### src/rtl/epp_pixel_packer_if.sv
// epp_pixel_packer_if -- byte-in / pixel-out streaming bundle.
//   byte_valid/byte_data/byte_ready : EPP data-write bytes (R, G, B order)
//   pix_valid/pix_ready             : output pixel handshake
//   pix_data                        : {R[23:16], G[15:8], B[7:0]}
//   pix_sof/pix_eol/pix_eof         : position flags of the pixel on pix_data
// slave is the packer's view, master is the environment's view.
interface epp_pixel_packer_if;
    logic        byte_valid;
    logic [7:0]  byte_data;
    logic        byte_ready;
    logic        pix_valid;
    logic        pix_ready;
    logic [23:0] pix_data;
    logic        pix_sof;
    logic        pix_eol;
    logic        pix_eof;

    modport slave (
        input  byte_valid, byte_data, pix_ready,
        output byte_ready, pix_valid, pix_data, pix_sof, pix_eol, pix_eof
    );

    modport master (
        output byte_valid, byte_data, pix_ready,
        input  byte_ready, pix_valid, pix_data, pix_sof, pix_eol, pix_eof
    );
endinterface

### src/rtl/epp_pixel_packer.sv
// epp_pixel_packer -- packs R, G, B bytes from the EPP data port into 24-bit
// pixels with frame position flags and a single output register.
//   sys_clk     : clock, rising edge
//   sys_rst     : synchronous active-high reset
//   frame_start : one-cycle pulse, realigns the packer to pixel (0,0)
//   bus         : byte input and pixel output handshakes (slave modport)
//   frame_cnt   : frames completed (eof pixel handed off), wraps
//   err_sync    : sticky, frame_start seen while not at pixel (0,0) phase 0
module epp_pixel_packer #(
    parameter int H_ACTIVE = 1920,
    parameter int V_ACTIVE = 1080
) (
    input  logic                 sys_clk,
    input  logic                 sys_rst,
    input  logic                 frame_start,
    epp_pixel_packer_if.slave    bus,
    output logic [15:0]          frame_cnt,
    output logic                 err_sync
);
    localparam int XW = (H_ACTIVE > 1) ? $clog2(H_ACTIVE) : 1;
    localparam int YW = (V_ACTIVE > 1) ? $clog2(V_ACTIVE) : 1;
    localparam logic [XW-1:0] X_LAST = XW'(H_ACTIVE - 1);
    localparam logic [YW-1:0] Y_LAST = YW'(V_ACTIVE - 1);

    // byte phase: which colour component the next accepted byte is
    localparam logic [1:0] PH_R = 2'd0;
    localparam logic [1:0] PH_G = 2'd1;
    localparam logic [1:0] PH_B = 2'd2;

    typedef struct packed {
        logic [23:0] data;
        logic        sof;
        logic        eol;
        logic        eof;
    } pix_t;

    logic [1:0]    phase_q, phase_d;
    logic [7:0]    r_q, r_d;
    logic [7:0]    g_q, g_d;
    logic [XW-1:0] x_q, x_d;
    logic [YW-1:0] y_q, y_d;
    pix_t          pix_q, pix_d;
    logic          pix_valid_q, pix_valid_d;
    logic [15:0]   frame_cnt_q, frame_cnt_d;
    logic          err_sync_q, err_sync_d;

    logic byte_ready;
    logic byte_acc;
    logic pix_hs;

    // Phase 2 may only complete when the output register is free or being
    // drained this cycle; frame_start always blocks the byte it coincides with.
    assign byte_ready = !sys_rst && !frame_start &&
                        (phase_q != PH_B || !pix_valid_q || bus.pix_ready);
    assign byte_acc   = bus.byte_valid && byte_ready;
    assign pix_hs     = pix_valid_q && bus.pix_ready;

    always_comb begin
        phase_d     = phase_q;
        r_d         = r_q;
        g_d         = g_q;
        x_d         = x_q;
        y_d         = y_q;
        pix_d       = pix_q;
        pix_valid_d = pix_valid_q;
        frame_cnt_d = frame_cnt_q;
        err_sync_d  = err_sync_q;

        if (pix_hs) begin
            pix_valid_d = 1'b0;
            if (pix_q.eof) frame_cnt_d = frame_cnt_q + 16'd1;
        end

        if (frame_start) begin
            // Realign only; a pixel already in the output register is kept.
            if (phase_q != PH_R || x_q != '0 || y_q != '0) err_sync_d = 1'b1;
            phase_d = PH_R;
            x_d     = '0;
            y_d     = '0;
        end else if (byte_acc) begin
            case (phase_q)
                PH_R: begin
                    r_d     = bus.byte_data;
                    phase_d = PH_G;
                end
                PH_G: begin
                    g_d     = bus.byte_data;
                    phase_d = PH_B;
                end
                PH_B: begin
                    pix_d.data  = {r_q, g_q, bus.byte_data};
                    pix_d.sof   = (x_q == '0) && (y_q == '0);
                    pix_d.eol   = (x_q == X_LAST);
                    pix_d.eof   = (x_q == X_LAST) && (y_q == Y_LAST);
                    pix_valid_d = 1'b1;   // overrides a same-cycle drain
                    phase_d     = PH_R;
                    if (x_q == X_LAST) begin
                        x_d = '0;
                        y_d = (y_q == Y_LAST) ? '0 : y_q + YW'(1);
                    end else begin
                        x_d = x_q + XW'(1);
                    end
                end
                default: phase_d = PH_R;
            endcase
        end
    end

    always_ff @(posedge sys_clk) begin
        if (sys_rst) begin
            phase_q     <= PH_R;
            r_q         <= '0;
            g_q         <= '0;
            x_q         <= '0;
            y_q         <= '0;
            pix_q       <= '0;
            pix_valid_q <= 1'b0;
            frame_cnt_q <= '0;
            err_sync_q  <= 1'b0;
        end else begin
            phase_q     <= phase_d;
            r_q         <= r_d;
            g_q         <= g_d;
            x_q         <= x_d;
            y_q         <= y_d;
            pix_q       <= pix_d;
            pix_valid_q <= pix_valid_d;
            frame_cnt_q <= frame_cnt_d;
            err_sync_q  <= err_sync_d;
        end
    end

    assign bus.byte_ready = byte_ready;
    assign bus.pix_valid  = pix_valid_q;
    assign bus.pix_data   = pix_q.data;
    assign bus.pix_sof    = pix_q.sof;
    assign bus.pix_eol    = pix_q.eol;
    assign bus.pix_eof    = pix_q.eof;
    assign frame_cnt      = frame_cnt_q;
    assign err_sync       = err_sync_q;
endmodule

### src/flat_wrapper.sv
// flat-port wrapper written by rule: the top's interface ports become plain ports
module epp_pixel_packer_flat 
#(
    parameter int H_ACTIVE = 1920,
    parameter int V_ACTIVE = 1080
)
  (sys_clk, sys_rst, frame_start, frame_cnt, err_sync, bus_byte_valid, bus_byte_data, bus_pix_ready, bus_byte_ready, bus_pix_valid, bus_pix_data, bus_pix_sof, bus_pix_eol, bus_pix_eof);
  epp_pixel_packer_if bus_i ();
  input  logic sys_clk;
  input  logic sys_rst;
  input  logic frame_start;
  output logic [15:0] frame_cnt;
  output logic err_sync;
  input wire logic [$bits(bus_i.byte_valid)-1:0] bus_byte_valid;
  input wire logic [$bits(bus_i.byte_data)-1:0] bus_byte_data;
  input wire logic [$bits(bus_i.pix_ready)-1:0] bus_pix_ready;
  output wire logic [$bits(bus_i.byte_ready)-1:0] bus_byte_ready;
  output wire logic [$bits(bus_i.pix_valid)-1:0] bus_pix_valid;
  output wire logic [$bits(bus_i.pix_data)-1:0] bus_pix_data;
  output wire logic [$bits(bus_i.pix_sof)-1:0] bus_pix_sof;
  output wire logic [$bits(bus_i.pix_eol)-1:0] bus_pix_eol;
  output wire logic [$bits(bus_i.pix_eof)-1:0] bus_pix_eof;
  assign bus_i.byte_valid = bus_byte_valid;
  assign bus_i.byte_data = bus_byte_data;
  assign bus_i.pix_ready = bus_pix_ready;
  assign bus_byte_ready = bus_i.byte_ready;
  assign bus_pix_valid = bus_i.pix_valid;
  assign bus_pix_data = bus_i.pix_data;
  assign bus_pix_sof = bus_i.pix_sof;
  assign bus_pix_eol = bus_i.pix_eol;
  assign bus_pix_eof = bus_i.pix_eof;
  epp_pixel_packer #(.H_ACTIVE(H_ACTIVE), .V_ACTIVE(V_ACTIVE)) u_core (.sys_clk(sys_clk), .sys_rst(sys_rst), .frame_start(frame_start), .bus(bus_i), .frame_cnt(frame_cnt), .err_sync(err_sync));
endmodule
### config.mk
export PLATFORM = sky130hd
export DESIGN_NAME = epp_pixel_packer_flat
export DESIGN_NICKNAME = d
export VERILOG_FILES = /design/src/rtl/epp_pixel_packer_if.sv /design/src/rtl/epp_pixel_packer.sv /design/src/flat_wrapper.sv
export SDC_FILE = /design/constraint.sdc
export NUM_CORES = 1
export LEC_CHECK = 0
export CAP_MARGIN = 20
export CORE_MARGIN = 1.5
export CORE_UTILIZATION = 45
export DETAILED_ROUTE_END_ITERATION = 10
export PLACE_DENSITY = 0.69
export SYNTH_ARGS = -nofsm -noshare
export SYNTH_HDL_FRONTEND = slang
export SYNTH_SLANG_ARGS = --single-unit
### constraint.sdc
create_clock -name sys_clk -period 2.9 [get_ports sys_clk]
set_clock_uncertainty 0.2 [all_clocks]
set_input_delay 0.29 -clock sys_clk [delete_from_list [all_inputs] [get_ports sys_clk]]
set_output_delay 0.29 -clock sys_clk [all_outputs]
set_load 0.005 [all_outputs]
# ---- Word level (Yosys, flattened, before mapping)
# Index checks and enable logic that the tools add are counted.
dict set report word_totals {
  ff_bits 85
  latch_bits 0
  rom_bits 0
  mem_count 0
  ram_bits 0
  out_inout_bits 46
}
dict set report op_classes {
  n_reduce_logical 27
  n_div 0
  multipliers 0
  shift 0
  mux 7
  bitwise_logic 1
  magnitude_cmp 0
  n_addsub 3
  eq_ne 5
}
# op n
set ops {}
lappend ops {{adder 11 x 1 -> 11 bit, second input constant} 2}
lappend ops {{== test 11 bit, second input constant} 2}
lappend ops {{logical NOT 11 bit} 2}
lappend ops {{2-to-1 mux 11 bit} 2}
lappend ops {{nonzero test 11 bit} 2}
lappend ops {{adder 16 x 1 -> 16 bit, second input constant} 1}
lappend ops {{AND reduction 3 bit} 4}
lappend ops {{logical AND 1 bit} 6}
lappend ops {{AND reduction 2 bit} 3}
lappend ops {{logical OR 1 bit} 4}
lappend ops {{2-to-1 mux 1 bit} 4}
lappend ops {{case mux 2 bit (2 select lines)} 1}
lappend ops {{logical NOT 1 bit} 3}
lappend ops {{== test 2 x 1 -> 1 bit, second input constant} 1}
lappend ops {{== test 2 bit, second input constant} 1}
lappend ops {{logical NOT 2 bit} 1}
lappend ops {{!= test 2 bit, second input constant} 1}
lappend ops {{nonzero test 2 bit} 1}
lappend ops {{OR reduction 2 bit} 1}
lappend ops {{inverter 1 bit} 1}

# ---- Logic depth before layout (Yosys ltp)
dict set report depth {
  depth_word 7
  depth_mapped 7
  depth_no_buf 6
}

# ---- Worst setup path after synthesis
# No wires, ideal clock.
dict set report synth_path {
  path_type {register -> register}
  startpoint {register u_core.y_q[0]}
  endpoint {register u_core.y_q[3]}
  arrival_time_ps 1780
  setup_slack_ps 833
  stages_incl_launch_ff 8
  path_cell_list {dfxtp_1 ha_1 and4_1 and4_1 clkbuf_1 or3_1 buf_6 o31ai_1}
}
dict set report synth_via {
  elab_chain_cells 2
}
# element line_no
set synth_lines {}
lappend synth_lines {{start, declared} epp_pixel_packer.sv:41} ;# logic [YW-1:0] y_q, y_d;
lappend synth_lines {{start signal, assigned} epp_pixel_packer.sv:125} ;# y_q <= y_d;
lappend synth_lines {{adder 11 x 1 -> 11 bit / == test 11 bit (equally long branches)} epp_pixel_packer.sv:99} ;# y_d = (y_q == Y_LAST) ? '0 : y_q + YW'(1);
lappend synth_lines {{2-to-1 mux 11 bit *} epp_pixel_packer.sv:99}
# Every way passes the cells marked *; elsewhere a longest branch is shown, timed or not.
# A chain may end at the register's enable or synchronous reset.

# ---- Worst setup path after layout
dict set report layout_path {
  startpoint {input port frame_start}
  endpoint {output port bus_byte_ready}
}
dict set report layout_via {
  elab_chain_cells 3
}
# element line_no
set layout_lines {}
lappend layout_lines {{start, declared} flat_wrapper.sv:11} ;# input logic frame_start;
lappend layout_lines {{logical NOT 1 bit} epp_pixel_packer.sv:53} ;# assign byte_ready = !sys_rst && !frame_start &&
lappend layout_lines {{logical AND 1 bit (2 in series)} epp_pixel_packer.sv:53}
lappend layout_lines {{end, declared} flat_wrapper.sv:17} ;# output wire logic [$bits(bus_i.byte_ready)-1:0] bus_byte_ready;
# Every way passes these cells.

==> report_table.html <==
<table>
<tr><th>Metric</th><th>Value</th></tr>
<tr><th colspan="2">Clocking</th></tr>
<tr><td>H-tree Lvls</td><td>3</td></tr>
<tr><td>Clock sink count</td><td>85</td></tr>
<tr><td>Post-CTS sizing</td><td>0</td></tr>
<tr><td>CTS tree</td><td>done</td></tr>
<tr><td>Buffer type at the clock tree root</td><td>clkbuf_8</td></tr>
<tr><td>Clk pin slew, worst setup/hold paths</td><td>around 0.08 ns</td></tr>
<tr><td>Largest buffer count on any clock path</td><td>2</td></tr>
<tr><td>Post-CTS setup-driven buffer insertion count</td><td>0</td></tr>
<tr><td>CTS buffer count</td><td>9</td></tr>
<tr><td>Clock latency at the later pin of the worst-skew pair</td><td>between 0.3 and 0.4 ns</td></tr>
<tr><td>Hold-fix buffer count after cts</td><td>0</td></tr>
<tr><th colspan="2">Final layout</th></tr>
<tr><td>Commonest non-fill, non-tap cells in the layout</td><td>dfxtp_1 (85), nand2_1 (68), clkdlybuf4s50_1 (57)</td></tr>
<tr><td>Leading cell type in the layout, fill and taps excluded</td><td>dfxtp_1</td></tr>
<tr><td>Post-Layout Inst Area</td><td>around 4400 sq um</td></tr>
<tr><td>Number of diodes</td><td>0</td></tr>
<tr><td>Final #Nets</td><td>approximately 480</td></tr>
<tr><td>Area of all sequential standard cells</td><td>approximately 1700 sq um</td></tr>
<tr><td>Layout Area Growth over Synthesis</td><td>24.4%</td></tr>
<tr><td>Final instance count without filler cells</td><td>between 500 and 600</td></tr>
<tr><td>Number of fill cells</td><td>just over 700</td></tr>
<tr><td>Layout cells sized above 1</td><td>0.0660</td></tr>
<tr><td>Area of combinational cells with multiple inputs</td><td>about 1700 sq um</td></tr>
<tr><th colspan="2">Hold path</th></tr>
<tr><td>Class of the worst hold path</td><td>input port to flip-flop</td></tr>
<tr><th colspan="2">Power and ir drop</th></tr>
<tr><td>Sequential share of power</td><td>0.555</td></tr>
<tr><td>Maximum VDD drop</td><td>0.270 mV</td></tr>
<tr><td>Power density normalized to cell area</td><td>between 400 and 500 nW/um^2</td></tr>
<tr><td>Total power of the final layout</td><td>between 2000 and 2500 uW</td></tr>
<tr><td>Switching power summed over all nets</td><td>505 uW</td></tr>
<tr><td>Combinational share of power</td><td>0.034</td></tr>
<tr><td>Switching share of power</td><td>0.238</td></tr>
<tr><td>Cell-internal power</td><td>~1600 uW</td></tr>
<tr><td>Total leakage power</td><td>between 0.0015 and 0.002 uW</td></tr>
<tr><td>Portion of total power attributed to the clock network</td><td>0.411</td></tr>
<tr><th colspan="2">Synth</th></tr>
<tr><td>Post-synthesis net count</td><td>430</td></tr>
<tr><td>Area of the mapped netlist</td><td>~3500 sq um</td></tr>
<tr><td>Total number of yosys warnings</td><td>0</td></tr>
<tr><td>Post-synthesis cell count</td><td>roughly 410</td></tr>
<tr><td>Synthesized flop and latch total</td><td>between 80 and 90</td></tr>
<tr><td>Avg Synthesized Cell Area</td><td>8.57 sq um</td></tr>
<tr><td>Post-synthesis cell type count</td><td>between 40 and 50</td></tr>
<tr><td>Sequential element share of the synthesized area</td><td>0.482</td></tr>
<tr><th colspan="2">Setup path</th></tr>
<tr><td>Crit path launch type</td><td>input port</td></tr>
<tr><td>Kind of cell adding the most delay to the critical path</td><td>buffers and inverters</td></tr>
<tr><td>Crit path max-delay cell type</td><td>clkdlybuf4s50_1</td></tr>
<tr><td>Data arrival time of the critical path</td><td>about 2 ns</td></tr>
<tr><td>Path type of the worst setup path</td><td>input port to output pin</td></tr>
<tr><td>Largest fanout on the critical path</td><td>14</td></tr>
<tr><td>Worst Path Buf+Inv</td><td>2</td></tr>
<tr><td>Worst Setup End Kind</td><td>output pin</td></tr>
<tr><td>Most used cell along the critical path</td><td>clkdlybuf4s50_1</td></tr>
<tr><td>Cell chain of the critical path</td><td>clkdlybuf4s50_1 &gt; or2_2 &gt; a21oi_1 &gt; clkdlybuf4s50_1</td></tr>
<tr><td>Maximum single-stage delay on the critical path</td><td>between 0.5 and 0.6 ns</td></tr>
<tr><td>Data required time of the critical path</td><td>about 2.4 ns</td></tr>
<tr><th colspan="2">Routing</th></tr>
<tr><td>DRT Wirelength</td><td>roughly 7600 um</td></tr>
<tr><td>Post-Route M1 WL</td><td>approximately 3600 um</td></tr>
<tr><td>Total iterations of the first detailed-routing run</td><td>4</td></tr>
<tr><td>Starting DRC count in detailed routing</td><td>~140</td></tr>
<tr><td>WL/cell</td><td>approximately 13 um</td></tr>
<tr><td>Number of routed nets with antenna violations</td><td>0</td></tr>
<tr><td>Metal2 WL</td><td>between 3000 and 4000 um</td></tr>
<tr><td>Top Metal Used</td><td>met4</td></tr>
<tr><td>Drt via density</td><td>5.09</td></tr>
<tr><td>Met3 Wirelength</td><td>between 300 and 400 um</td></tr>
<tr><td>Overall via count from detail_route</td><td>~3000</td></tr>
<tr><td># DRC</td><td>0</td></tr>
<tr><th colspan="2">STA</th></tr>
<tr><td>Final setup violation count</td><td>0</td></tr>
<tr><td>Maximum achievable frequency</td><td>a little under 400 MHz</td></tr>
<tr><td>Hold Slack</td><td>roughly 0.03 ns</td></tr>
<tr><td>Actual transition at the worst max-transition pin</td><td>between 0.5 and 0.6 ns</td></tr>
<tr><td>Time the worst path needs with I/O delays and setup</td><td>2.51 ns</td></tr>
<tr><td>Part of the cycle the worst path needs</td><td>0.867</td></tr>
<tr><td>RSZ-0062 raised after global routing</td><td>no</td></tr>
<tr><td>Total count of hold-check failures in the final report</td><td>0</td></tr>
<tr><td>Pins Over Slew Limit</td><td>0</td></tr>
<tr><td>Final-layout setup total negative slack</td><td>0 ns</td></tr>
<tr><td>Headroom to the max-slew limit</td><td>0.613</td></tr>
<tr><th colspan="2">Global routing</th></tr>
<tr><td>Leftover overflow at the end of global routing</td><td>0</td></tr>
<tr><td>Vias in the first global route</td><td>2698</td></tr>
<tr><td>Number of antenna violations at the first check in global routing</td><td>0</td></tr>
<tr><td>Overall fraction of global-route tracks in use</td><td>0.191</td></tr>
<tr><td>Largest net degree at the start of global routing</td><td>61</td></tr>
<tr><td>Wire length of the first global-routing pass</td><td>12700 um</td></tr>
<tr><th colspan="2">Place</th></tr>
<tr><td>Placed Instance Area</td><td>~4200 sq um</td></tr>
<tr><td>Total placed cells including tap cells</td><td>approximately 560</td></tr>
<tr><td>Half-perimeter wire length after detailed placement</td><td>about 5200 um</td></tr>
<tr><td>Global placement routability congestion</td><td>just over 0.8</td></tr>
<tr><td>Port Buffer Count</td><td>58</td></tr>
<tr><th colspan="2">Floorplan</th></tr>
<tr><td>Site row count</td><td>32</td></tr>
<tr><td>Core region area</td><td>roughly 7600 sq um</td></tr>
<tr><td>Vert. Die Dim</td><td>91.6 um</td></tr>
<tr><td>Width of the die</td><td>91.6 um</td></tr>
<tr><td>Initial core utilization</td><td>0.462</td></tr>
<tr><td>Top-level port count</td><td>between 50 and 60</td></tr>
<tr><td>Die footprint</td><td>roughly 8400 sq um</td></tr>
<tr><th colspan="2">Status</th></tr>
<tr><td>Result of the run</td><td>finished, final reports clean</td></tr>
<tr><th colspan="2">Job</th></tr>
<tr><td>Number of violations of the max-capacitance limit</td><td>0</td></tr>
</table>
[area by class of cell]
| cell class | instances | share of cell area |
|---|---|---|
| Multi-Input combinational cell | 294 | 0.386 |
| Inverter | 11 | 0.00940 |
| Clock buffer | 9 | 0.0282 |
| Tap cell | 102 | 0.0291 |
| Clock inverter | 7 | 0.0182 |
| Sequential cell | 85 | 0.388 |
| Timing Repair Buffer | 64 | 0.141 |
[metal layers]
| layer | track usage | up-vias |
|---|---|---|
| met1 | 0.255 | 1353 |
| met5 | 0 | - |
| li1 | - | 1505 |
| met2 | 0.296 | 47 |
| met3 | 0.0528 | 8 |
| met4 | 0.0664 | 0 |
[metrics by stage]
step	worst slack, ns	util
4_1_cts	0.370	0.574
5_1_grt	0.318	0.574
2_1_floorplan	0.833	-
3_5_place_dp	0.300	0.547
3_3_place_gp	0.344	0.547
6_report	0.387	0.574
[flip-flops by register name, indices dropped and copies added (netlist names)]
name,flops
u_core.bus.pix_data,24
u_core.bus.pix_eof,1
u_core.bus.pix_eol,1
u_core.bus.pix_sof,1
u_core.bus.pix_valid,1
u_core.err_sync,1
u_core.frame_cnt,16
u_core.g_q,8
u_core.phase_q,2
u_core.r_q,8
u_core.x_q,11
u_core.y_q,11
[worst reg2reg max path, stage by stage (launching register included)]
cell     delay, ns
dfxtp_1       0.44
and4_4        0.28
nand2_4       0.08
or3_4         0.40
or3_1         0.47
o31ai_1       0.27
[path summary, 6_finish.rpt]
| check | startpoint | to | slack (ns) | depth (start not counted) |
|---|---|---|---|---|
| setup / recovery | frame_start | bus_byte_ready | 0.39 | 4 |
| hold / removal | sys_rst | u_core.err_sync | 0.03 | 2 |
| setup reg to reg | u_core.x_q[2] | u_core.y_q[3] | 0.67 | 5 |
| hold reg to reg | u_core.bus.pix_sof | u_core.bus.pix_sof | 0.25 | 2 |
[cells by family (layout without fill, tap and decap cells)]
family | Yosys count | count (layout) | share of synthesized area
muxes | 19 | 19 | 0.0539
xor gates and xnor gates | 23 | 23 | 0.0571
adders and majority gates | 5 | 5 | 0.0177
and+or+nand+nor | 188 | 188 | 0.251
AOI/OAI and AO/OA | 59 | 59 | 0.101
DFF | 85 | 85 | 0.482
buffers and inverters | 33 | 91 | 0.0376
[synthesized netlist by cell type (all sizes together)]
cell | number | share of area
dfxtp | 85 | 0.48
nand2 | 69 | 0.076
nor2 | 55 | 0.063
a21oi | 35 | 0.050
mux2i | 19 | 0.054
clkbuf | 18 | 0.019
nor3 | 16 | 0.023
xnor2 | 16 | 0.040
nand4 | 12 | 0.021
inv | 11 | 0.012
nand3 | 10 | 0.014
o21ai | 10 | 0.014
xor2 | 7 | 0.017
ha | 5 | 0.018
o31ai | 5 | 0.012
or3 | 5 | 0.010
and3 | 4 | 0.0071
and4 | 4 | 0.011
buf | 4 | 0.0067
nor4 | 4 | 0.0071
a211oi | 2 | 0.0043
nand4b | 2 | 0.0050
o41ai | 2 | 0.0092
a21boi | 1 | 0.0021
a22oi | 1 | 0.0021
a311oi | 1 | 0.0025
and2b | 1 | 0.0021
nand2b | 1 | 0.0018
nand3b | 1 | 0.0021
nor2b | 1 | 0.0018
nor3b | 1 | 0.0021
o31a | 1 | 0.0025
o32ai | 1 | 0.0025
or2 | 1 | 0.0018
or4 | 1 | 0.0021
[power by group through the flow]
stage	combinational [uW]	clock [uW]	sequential, uW
global placement	73.0	0	1200
CTS	73.8	896	1180
finish	73.1	871	1180
detailed placement	73.3	0	1200
global route	80.3	944	1180
floorplan	40.6	0	1200
Note: power is estimated with default switching activity, not from simulation.
